===== src/rtl/keypad_scanner.sv =====
// 4x4 active-low keypad scanner. It drives one row at a time, synchronizes the columns,
// debounces press and release over scan ticks, and emits one strobe per accepted key stroke.
module keypad_scanner #(
  parameter int SCAN_DIV       = 1000,
  parameter int DEBOUNCE_SCANS = 4
) (
  input  logic        clk,
  input  logic        rst_n,
  input  logic [3:0]  col_n,
  output logic [3:0]  row_n,
  output logic [31:0] number,
  output logic [1:0]  pressed,
  output logic        key_held,
  output logic        key_strobe,
  output logic        is_digit
);

  localparam int                CNT_W     = (SCAN_DIV > 1) ? $clog2(SCAN_DIV) : 1;
  localparam logic [CNT_W-1:0]  TICK_LAST = CNT_W'(SCAN_DIV - 1);
  localparam int                DEB_W     = $clog2(DEBOUNCE_SCANS + 1);
  localparam logic [DEB_W-1:0]  DEB_DONE  = DEB_W'(DEBOUNCE_SCANS);
  localparam logic [DEB_W-1:0]  DEB_ONE   = DEB_W'(1);

  typedef enum logic [1:0] {SCAN, DEBOUNCE, HELD, RELEASE} state_t;

  state_t           state;
  logic [3:0]       col_meta;
  logic [3:0]       col_sync;
  logic [CNT_W-1:0] tick_cnt;
  logic             tick;
  logic [1:0]       row_idx;
  logic [1:0]       next_row;
  logic [1:0]       cand_col;
  logic [1:0]       first_col;
  logic [DEB_W-1:0] deb_cnt;
  logic [DEB_W-1:0] deb_next;
  logic             any_low;
  logic             cand_low;
  logic [3:0]       accept_code;

  // Physical layout: r0 = 1 2 3 A, r1 = 4 5 6 B, r2 = 7 8 9 C, r3 = * 0 # D.
  function automatic logic [3:0] key_code(input logic [1:0] row, input logic [1:0] col);
    key_code = 4'd0;
    case ({row, col})
      4'h0: key_code = 4'd1;   4'h1: key_code = 4'd2;   4'h2: key_code = 4'd3;   4'h3: key_code = 4'd10;
      4'h4: key_code = 4'd4;   4'h5: key_code = 4'd5;   4'h6: key_code = 4'd6;   4'h7: key_code = 4'd11;
      4'h8: key_code = 4'd7;   4'h9: key_code = 4'd8;   4'hA: key_code = 4'd9;   4'hB: key_code = 4'd12;
      4'hC: key_code = 4'd14;  4'hD: key_code = 4'd0;   4'hE: key_code = 4'd15;  4'hF: key_code = 4'd13;
      default: key_code = 4'd0;
    endcase
  endfunction

  function automatic logic [3:0] row_drive(input logic [1:0] idx);
    row_drive = ~(4'b0001 << idx);
  endfunction

  // NOTE: state registers use non-blocking assignments so every flop samples pre-edge values.
  always_ff @(posedge clk) begin
    if (!rst_n) begin
      col_meta <= 4'b1111;
      col_sync <= 4'b1111;
    end else begin
      col_meta <= col_n;
      col_sync <= col_meta;
    end
  end

  always_ff @(posedge clk) begin
    if (!rst_n)    tick_cnt <= '0;
    else if (tick) tick_cnt <= '0;
    else           tick_cnt <= tick_cnt + 1'b1;
  end

  assign tick = (tick_cnt == TICK_LAST);

  // NOTE: every variable gets a default before the branches, so no latches are inferred.
  always_comb begin
    first_col = 2'd3;
    if      (!col_sync[0]) first_col = 2'd0;
    else if (!col_sync[1]) first_col = 2'd1;
    else if (!col_sync[2]) first_col = 2'd2;
    any_low     = (col_sync != 4'b1111);
    cand_low    = !col_sync[cand_col];
    next_row    = row_idx + 2'd1;
    deb_next    = deb_cnt + DEB_ONE;
    accept_code = key_code(row_idx, (state == SCAN) ? first_col : cand_col);
  end

  always_ff @(posedge clk) begin
    if (!rst_n) begin
      state      <= SCAN;
      row_idx    <= 2'd0;
      row_n      <= 4'b1110;
      cand_col   <= 2'd0;
      deb_cnt    <= '0;
      number     <= '0;
      key_held   <= 1'b0;
      key_strobe <= 1'b0;
      is_digit   <= 1'b0;
    end else begin
      key_strobe <= 1'b0;
      if (tick) begin
        case (state)
          SCAN: begin
            if (any_low) begin
              cand_col <= first_col;
              deb_cnt  <= DEB_ONE;
              if (DEB_ONE == DEB_DONE) begin
                state      <= HELD;
                key_strobe <= 1'b1;
                key_held   <= 1'b1;
                number     <= {28'd0, accept_code};
                is_digit   <= (accept_code <= 4'd9);
              end else begin
                state <= DEBOUNCE;
              end
            end else begin
              row_idx <= next_row;
              row_n   <= row_drive(next_row);
            end
          end
          DEBOUNCE: begin
            if (cand_low) begin
              deb_cnt <= deb_next;
              if (deb_next == DEB_DONE) begin
                state      <= HELD;
                key_strobe <= 1'b1;
                key_held   <= 1'b1;
                number     <= {28'd0, accept_code};
                is_digit   <= (accept_code <= 4'd9);
              end
            end else begin
              state   <= SCAN;
              row_idx <= next_row;
              row_n   <= row_drive(next_row);
            end
          end
          HELD: begin
            if (!cand_low) begin
              deb_cnt <= DEB_ONE;
              if (DEB_ONE == DEB_DONE) begin
                state    <= SCAN;
                key_held <= 1'b0;
                row_idx  <= next_row;
                row_n    <= row_drive(next_row);
              end else begin
                state <= RELEASE;
              end
            end
          end
          RELEASE: begin
            if (!cand_low) begin
              deb_cnt <= deb_next;
              if (deb_next == DEB_DONE) begin
                state    <= SCAN;
                key_held <= 1'b0;
                row_idx  <= next_row;
                row_n    <= row_drive(next_row);
              end
            end else begin
              // A release bounce returns to HELD silently: no second strobe.
              state <= HELD;
            end
          end
          default: state <= SCAN;
        endcase
      end
    end
  end

  assign pressed = {1'b0, key_held};

endmodule


===== config.mk =====
export PLATFORM = sky130hd
export DESIGN_NAME = keypad_scanner
export DESIGN_NICKNAME = d
export VERILOG_FILES = /design/src/rtl/keypad_scanner.sv
export SDC_FILE = /design/constraint.sdc
export NUM_CORES = 1
export LEC_CHECK = 0
export ABC_AREA = 1
export CAP_MARGIN = 0
export CELL_PAD_IN_SITES_DETAIL_PLACEMENT = 1
export CELL_PAD_IN_SITES_GLOBAL_PLACEMENT = 1
export CORE_UTILIZATION = 26
export CTS_BUF_LIST = sky130_fd_sc_hd__clkbuf_8
export DETAILED_ROUTE_END_ITERATION = 12
export PLACE_DENSITY = 0.61
export REMOVE_ABC_BUFFERS = 1
export SLEW_MARGIN = 20
export SYNTH_ARGS = -nofsm -noshare
export SYNTH_HDL_FRONTEND = slang
export SYNTH_SLANG_ARGS = --single-unit

===== constraint.sdc =====
create_clock -name clk -period 1.9 [get_ports clk]
set_clock_uncertainty 0.2 [all_clocks]
set_input_delay 0.19 -clock clk [delete_from_list [all_inputs] [get_ports clk]]
set_output_delay 0.19 -clock clk [all_outputs]
set_load 0.05 [all_outputs]

# After elaboration in Yosys (flattened, before gate mapping)
# Memories as Yosys holds them, arrays and structs flattened.
# Cells that the tools add are included.
totals:
  rom_bits: 64
  elab_cells: 85
  register_bits: 38
  memories: 1
  output_inout_bits: 41
  input_bits: 6
op_classes:
  n_shift: 1
  n_lt_le_gt_ge: 2
  muxes: 34
  n_eq_ne: 16
  bitwise: 5
  reduce_logical: 11
  addsub: 3
memory_table:
  columns: ["memory", "depth", "width", "read_ports", "rd_clocked_by_memory_dff", "wr", "line_no", "rtl"]
  rows:
  - ["(no name shown)", 16, 4, 1, 0, 0, "44", "case ({row, col})"]
op_table:
  columns: ["cell", "count"]
  rows:
  - ["2-to-1 mux 2 bit", 13]
  - ["2-to-1 mux 4 bit", 4]
  - ["!= test 2 bit (second input constant)", 8]
  - ["2-to-1 mux 3 bit", 4]
  - ["case mux 3 bit (4 select lines)", 1]
  - ["case mux 4 bit (3 select lines)", 1]
  - ["AND reduction 6 bit", 2]
  - ["adder 10 x 1 -> 10 bit (second input constant)", 1]
  - ["equality test 10 bit (second input constant)", 1]
  - ["AND reduction 5 bit", 2]
  - ["case mux 2 bit (4 select lines)", 1]
  - ["2-to-1 mux 1 bit", 7]
  - ["!= test 3 bit (second input constant)", 2]
  - ["case mux 2 bit (3 select lines)", 1]
  - ["equality test 2 bit (second input constant)", 2]
  - ["less-or-equal comparator 4 bit (second input constant)", 1]
  - ["!= test 4 bit (second input constant)", 1]
  - ["NOT 1 bit", 4]
  - ["NOT 4 bit", 1]
  - ["AND reduction 4 bit", 1]
  - ["OR reduction 4 bit", 1]
  - ["left shift 1 x 2 -> 4 bit (first input constant)", 1]
  - ["adder 3 x 1 -> 3 bit (second input constant)", 1]
  - ["equality test 3 bit (second input constant)", 1]
  - ["10 further kinds", 10]

# Logic depth before layout (Yosys ltp)
# Gate-level depths: netlist (run 1).
logic_depth:
  word_depth: 6
  ltp_mapped: 14
  depth_no_buf: 14

# Worst setup path before layout (run 1)
# No wires, ideal clock.
synth_path:
  path_type: "reg2reg"
  startpoint: "register state[0]"
  endpoint: "register is_digit"
  slack_ns: 0.124
  n_path_buf: 1
  t_required_ns: 1.578
  setup_time_ns: 0.122
  period_less_slack_ns: 1.776
  t_arrival_ns: 1.454
  stages_incl_launch_ff: 13
  path_cell_list: "dfxtp_1 -> buf_4 -> nor2_1 -> nand2_1 -> nand2_1 -> inv_1 -> ha_1 -> nand2_1 -> nand2_1 -> o32ai_1 -> nand2_1 -> nand2_1 -> a21oi_1"
synth_via:
  elab_chain_len: 4
  elab_cells_between_ends: 6
  cone_classes: "1 x order compare; 1 x eq/ne; 1 x mux; 2 x reduce/logical; 1 x memory"
synth_lines:
  columns: ["item", "line_no", "rtl"]
  rows:
  - ["from (decl)", "26", "state_t state;"]
  - ["from (signal assigned)", "91", "state <= SCAN;"]
  - ["from (signal assigned)", "109", "state <= HELD;"]
  - ["from (signal assigned)", "115", "state <= DEBOUNCE;"]
  - ["logical NOT 2 bit", "86", "accept_code = key_code(row_idx, (state == SCAN) ? first_col : cand_col);"]
  - ["2-to-1 mux 2 bit", "86", null]
  - ["memory read (16 x 4 bit)", null, null]
  - ["less-or-equal comparator 4 bit", "130", "is_digit <= (accept_code <= 4'd9);"]
  - ["to (signal assigned)", "113", "is_digit <= (accept_code <= 4'd9);"]
  - ["to (signal assigned)", "130", null]
  - ["to (decl)", "15", "output logic is_digit"]
# Parallel ways exist; a longest one is shown, timed or not.
# A chain may end at the register's enable or synchronous reset.

# Worst setup path in the final report (run 1)
layout_path:
  startpoint: "register number[0]"
  endpoint: "output number[0]"
layout_rtl:
  columns: ["item", "line_no", "rtl"]
  rows:
  - ["from (decl)", "11", "output logic [31:0] number,"]
  - ["from (signal assigned)", "112", "number <= {28'd0, accept_code};"]
  - ["from (signal assigned)", "129", "number <= {28'd0, accept_code};"]
# No word-level cell between the ends.

==> metrics.txt, run 1 <==
H-tree Lvls 2; Peak VDD IR 0.0003453 V; final WL 4973 um; # port buffers 17; register area share after synthesis 33.95%; CTS Buffer Depth 2; Worst EP required 1.51 ns; Mapped Avg Cell Area 7.371 um^2; core footprint 8258 um^2; worst path cell trace clkdlybuf4s50_1; f_max 540.5 MHz; final net count 351; root buffer cell clkbuf_8; Routed WL per cell 11.33 um; Synth Register Bits 38; worst-path fanout max 2; Leakage 1.096 nW; std cell rows 33; Vias per Instance 4.298; fin area 2620 um^2; Initial Util 27.14%; CTS sink cnt 38; CP endpoint kind output pin; die height 94.84 um; initial antenna violation count 0; ANT nets after route 0; share of cells above drive strength 1 24.85%; first-pass GRT wire length 8480 um; yosys synthesis warning count 0; Area after DPL 2469 um^2; Mapped Area 2241 um^2; Placer Congestion 0.7577; CP arrival 1.46 ns; Final Total Pwr 1.638 mW; most common cell after layout, fill and taps aside nand2_1; die area 8994 um^2; area grow syn2layout 16.92%; # IOs 47; vias in the first global route 1,889; pin count of the biggest net entering global routing 19; # placed instances 431; WS Path Type reg -> out; final setup fails 0; Pre-antenna DRT Iters 4; Largest stage delay, worst path 0.81 ns; commonest non-fill, non-tap cells in the layout 55 x nand2_1, 33 x dfxtp_1, 29 x conb_1, 27 x nor2_1, 24 x inv_1; normalized max-slew margin 59.92%; clk slew on worst S/H paths 0.07 ns; Hold Path Class reg -> reg; Synth area leaders dfxtp_1 34%, buf_4 10%, nand2_1 9.9%; status finished clean; Final Util 31.73%; filler instances 1,050; Final Hold Vio Count 0; GR Util All Layers 12.20%; period utilization 97.38%; hold_buf cts 0; TritonCTS clock tree done; Num CTS Buffers 5; CP delay by family, top buffers and inverters; Distinct cells, synth 30; maxcap violations 0; Tmin final 1.850 ns; global route overflow 0; clk_lat worst skew 0.30 ns; iteration-0 DRC count of the detailed router 53; Chip Width 94.84 um; Synth Instances 304; critical-path cell with the highest stage delay clkdlybuf4s50_1; Final Max Slew Viols 0; Post-Layout Cell Count 439; pre-CTS WS 0.02391 ns; top-area cell type share of the netlist area 33.95%; ant diodes 0; Yosys top cell by area dfxtp_1; vias 1,887; startpoint types flip-flop; PD cells 625.2 nW/um^2; hpwl dp 3918 um; Buf/Inv on CP 1; Post-route DRC 0; Worst-Margin Slew 0.6005 ns; RSZ-0062 raised after global routing yes; Final WS setup 0.04974 ns
[Yosys cell counts, drive strengths merged]
library cell   n
nand2         68
buf           33
nor3b          2
a31oi          1
ha            12
o32ai          1
nand3         17
conb           1
dfxtp         38
a21oi         18
or2            8
and2           1
nand4          6
nor4           1
xnor2          1
inv           29
nor3           9
clkinv         1
nor2          43
clkbuf         1
o21ai         13
[routing by layer]
| layer | vias to the layer above | track usage, % | wire length, um |
|---|---|---|---|
| li1 | 966 | - | - |
| met1 | 883 | 14.14 | 2364 |
| met2 | 33 | 21.76 | 2395 |
| met3 | 5 | 3.140 | 166 |
| met4 | 0 | 3.788 | 47 |
| met5 | - | 0 | 0 |
[report_power, final]
part	switching [mW]	total (mW)	internal [mW]	leakage (nW)
combinational	0.186	0.229	0.0428	0.739
clock	0.301	0.592	0.292	0.0472
sequential	0.00728	0.817	0.810	0.309
[cells by family after synthesis]
logic type      Yosys count  share of synthesized area, %
compound gates           33                         7.594
xor+xnor                  1                        0.3909
fa+ha+maj                12                         6.700
buf+inv                  64                         16.08
flops                    38                         33.95
other cells               1                        0.1673
simple gates            155                         35.12
[worst register-to-register path: cells and delay by family (launching register included)]
| family | cells | cell delay, ns |
|---|---|---|
| AND/OR/NAND/NOR | 5 | 0.42 |
| adder cells (fa/ha/maj) | 1 | 0.21 |
| buffers and inverters | 2 | 0.22 |
| AO/OA/AOI/OAI | 2 | 0.30 |
| flip-flops | 1 | 0.35 |
[area by class of cell]
class | instances | area (um^2) | share of cell area [%]
tap | 105 | 131.4 | 5.014
clock buffer | 6 | 82.58 | 3.152
clock inverter | 2 | 12.51 | 0.4776
timing repair buffer | 28 | 237.7 | 9.074
sequential | 38 | 767.0 | 29.27
inverter | 30 | 113.9 | 4.346
multi-input combinational | 230 | 1275 | 48.66
[state kept, by name, indices dropped and copies added (netlist names), named ones only]
register and count:
tick_cnt 10, col_meta 4, col_sync 4, number 4
row_n 4, deb_cnt 3, cand_col 2, row_idx 2
is_digit 1, key_held 1, key_strobe 1, state 1
[through the flow]
| step | TNS [ns] | hold slack (ns) |
|---|---|---|
| after global routing | -0.03920 | 0.2432 |
| after CTS | 0 | 0.2217 |
| after detailed placement | 0 | 0.1997 |
| final | 0 | 0.2177 |
| after floorplan | 0 | 0.09658 |
| after global placement | 0 | 0.1939 |
[final timing paths]
kind / endpoint / slack [ns] / start / cells past startpoint
worst max register to register: is_digit$_SDFFE_PN0P_ / 0.09 / state[0]$_SDFFE_PN0P_ / 10
worst max-delay path: number[0] / 0.05 / number[0]$_SDFFE_PN0P_ / 1
worst min register to register: col_sync[3]$_SDFF_PN1_ / 0.22 / col_meta[3]$_SDFF_PN1_ / 1
worst min-delay path: col_sync[3]$_SDFF_PN1_ / 0.22 / col_meta[3]$_SDFF_PN1_ / 1
[repair_timing]
item | 4_1_cts | 5_1_grt
gates resized for setup | 0 | 21
setup endpoints to repair | 0 | 13
hold endpoints to repair | 0 | 0
buffers inserted | 0 | 0
No activity file was read; power rests on OpenSTA's default activity.
==> run 2: changes to the inputs <==
--- a/config.mk
+++ b/config.mk
@@ -7,12 +7,12 @@
 export LEC_CHECK = 0
 export ABC_AREA = 1
 export CAP_MARGIN = 0
-export CELL_PAD_IN_SITES_DETAIL_PLACEMENT = 1
-export CELL_PAD_IN_SITES_GLOBAL_PLACEMENT = 1
+export CELL_PAD_IN_SITES_DETAIL_PLACEMENT = 2
+export CELL_PAD_IN_SITES_GLOBAL_PLACEMENT = 2
 export CORE_UTILIZATION = 26
 export CTS_BUF_LIST = sky130_fd_sc_hd__clkbuf_8
 export DETAILED_ROUTE_END_ITERATION = 12
-export PLACE_DENSITY = 0.61
+export PLACE_DENSITY = 0.79
 export REMOVE_ABC_BUFFERS = 1
 export SLEW_MARGIN = 20
 export SYNTH_ARGS = -nofsm -noshare
==> metrics.txt, run 2 (same netlist as run 1, synthesis figures left out) <==
status finished clean; Final Hold Vio Count 0 (unchanged); hpwl dp 4322 um (+10%); Largest stage delay, worst path 0.82 ns (about the same); pre-CTS WS -0.03771 ns (-0.06163 ns); CP arrival 1.47 ns (about the same); CP endpoint kind output pin; clk_lat worst skew 0.30 ns (about the same); Pre-antenna DRT Iters 4 (unchanged); core footprint 8258 um^2 (unchanged); pin count of the biggest net entering global routing 19 (unchanged); Final Total Pwr 1.667 mW (+1.8%); Post-route DRC 0 (unchanged); iteration-0 DRC count of the detailed router 40 (-25%); Worst path depth 1 (unchanged); GR Util All Layers 13.36% (+1.2 points); commonest non-fill, non-tap cells in the layout 50 x nand2_1, 31 x dfxtp_1, 29 x conb_1, 27 x nor2_1, 23 x inv_1; reg-to-reg startpoint state[0]$_SDFFE_PN0P_; Worst EP required 1.51 ns (about the same); ant diodes 0 (unchanged); initial antenna violation count 0 (unchanged); global route overflow 0 (unchanged); # placed instances 429 (-0.46%); R2R cell count 10 (unchanged); H-tree Lvls 2 (unchanged); startpoint types flip-flop; clk slew on worst S/H paths 0.08 ns (about the same); normalized max-slew margin 60.34% (+0.42 points); Hold Path Class reg -> reg; Peak VDD IR 0.0002091 V (-39%); maxcap violations 0 (unchanged); # IOs 47 (unchanged); Num CTS Buffers 5 (unchanged); Clock power frac 36.4% (+0.2 points); net switching power 0.5168 mW (+4.6%); CP delay by family, top buffers and inverters; r2r setup slk 0.05 ns (-0.04 ns); Final Max Slew Viols 0 (unchanged); Chip Width 94.84 um (unchanged); Routed WL per cell 13.20 um (+16%); vias in the first global route 1,968 (+4.2%); WS Path Type reg -> out; Final WS setup 0.03943 ns (-0.01031 ns); share of cells above drive strength 1 28.78% (+3.9 points); most common cell after layout, fill and taps aside nand2_1; final net count 354 (+0.85%); Vias per Instance 4.480 (+4.2%); final WL 5833 um (+17%); RSZ-0062 raised after global routing yes; Sequential Power Share 48.9% (-1.0 points); CTS sink cnt 38 (unchanged); Tmin final 1.861 ns (+0.01031 ns); vias 1,980 (+4.9%); Buf/Inv on CP 1 (unchanged); CTS Buffer Depth 2 (unchanged); die area 8994 um^2 (unchanged); ANT nets after route 0 (unchanged); Largest register FFs 10 (unchanged); critical-path cell with the highest stage delay clkdlybuf4s50_1; Placer Congestion 0.8192 (+8.1%); die height 94.84 um (unchanged); Reg with most FFs tick_cnt; Int Power 1.151 mW (+0.56%); crit path from number[3]$_SDFFE_PN0P_; root buffer cell clkbuf_8; worst-path fanout max 2 (unchanged); final setup fails 0 (unchanged); # port buffers 17 (unchanged); Initial Util 27.14% (unchanged); area grow syn2layout 20.55%; Final Util 32.71% (+0.98 points); PD cells 617.3 nW/um^2 (-1.3%); Net Sw Frac 30.99% (+0.84 points); Combinational Power Share 14.7% (+0.7 points); Critical Path Sink number[3]; worst path cell trace clkdlybuf4s50_1; TritonCTS clock tree done; RR Endpoint is_digit$_SDFFE_PN0P_; period utilization 97.92% (+0.54 points); Leakage 1.111 nW (+1.4%); hold_buf cts 0 (unchanged); f_max 537.5 MHz (-0.55%); Post-Layout Cell Count 442 (+0.68%); std cell rows 33 (unchanged); Worst-Margin Slew 0.5942 ns (-0.006357 ns); first-pass GRT wire length 9315 um (+9.8%)
==> run 2: cell count changes in the layout (fill, tap and decap cells not counted), moves of 3 or more <==
cell and delta:
nand2_1 -5, inv_4 +4, nand2_2 +4, buf_4 +3, inv_2 -3
==> run 2: cell type report <==
class                   instances  area [um^2]
clock buffers                   6        82.58
flip-flops and latches         38        774.5
repair buffers                 31        260.3
well taps                     105        131.4
multi-input cells             230         1316
clock inverters                 2        12.51
fillers                       971         5557
inverters                      30        123.9
==> run 2: power groups by stage <==
| stage | clock network (mW) | logic (mW) | registers [mW] |
|---|---|---|---|
| final | 0.606 | 0.246 | 0.816 |
| after global routing | 0.662 | 0.266 | 0.818 |
| after CTS | 0.629 | 0.226 | 0.817 |
| after detailed placement | 0 | 0.225 | 0.836 |
| after global placement | 0 | 0.220 | 0.835 |
| after floorplan | 0 | 0.183 | 0.834 |
==> run 2: timing repair <==
| item | in CTS | in global routing |
|---|---|---|
| buffers inserted | 0 | 5 |
| pin swaps | 0 | 9 |
| gates resized for setup | 3 | 37 |
| endpoints found under the setup margin | 2 | 15 |
==> run 2: layer usage <==
layer	GRT usage, %	routed length, um
met4	4.167	75
met5	0	0
met3	2.415	153
met2	23.68	2998
met1	16.22	2605
==> run 2: worst reg2reg max path: cells and delay by family (launching register included) <==
kind	cells	cell delay (ns)
AND/OR/NAND/NOR	6	0.72
flip-flops	1	0.38
AO/OA/AOI/OAI	2	0.21
adder cells (fa/ha/maj)	1	0.20
buffers and inverters	1	0.08
==> run 2: stage by stage <==
step | TNS [ns] | instance area [um^2] | hold WS [ns]
after CTS | 0 | 2551 | 0.2201
final | 0 | 2701 | 0.2187
after global routing | -0.09763 | 2701 | 0.2393
after floorplan | 0 | 2100 | 0.09658
after global placement | 0 | 2454 | 0.1944
after detailed placement | -0.05365 | 2454 | 0.2013
==> run 2: how the worst min path moves through the flow <==
stage,startpoint,end,slack [ns],depth (start not counted)
global route,col_meta[0]$_SDFF_PN1_,col_sync[0]$_SDFF_PN1_,0.24,1
finish,col_meta[0]$_SDFF_PN1_,col_sync[0]$_SDFF_PN1_,0.22,1
CTS,col_meta[0]$_SDFF_PN1_,col_sync[0]$_SDFF_PN1_,0.22,1
global placement,col_meta[3]$_SDFF_PN1_,col_sync[3]$_SDFF_PN1_,0.19,1
detailed placement,col_meta[0]$_SDFF_PN1_,col_sync[0]$_SDFF_PN1_,0.20,1
floorplan,col_n[0],col_meta[0]$_SDFF_PN1_,0.1,1
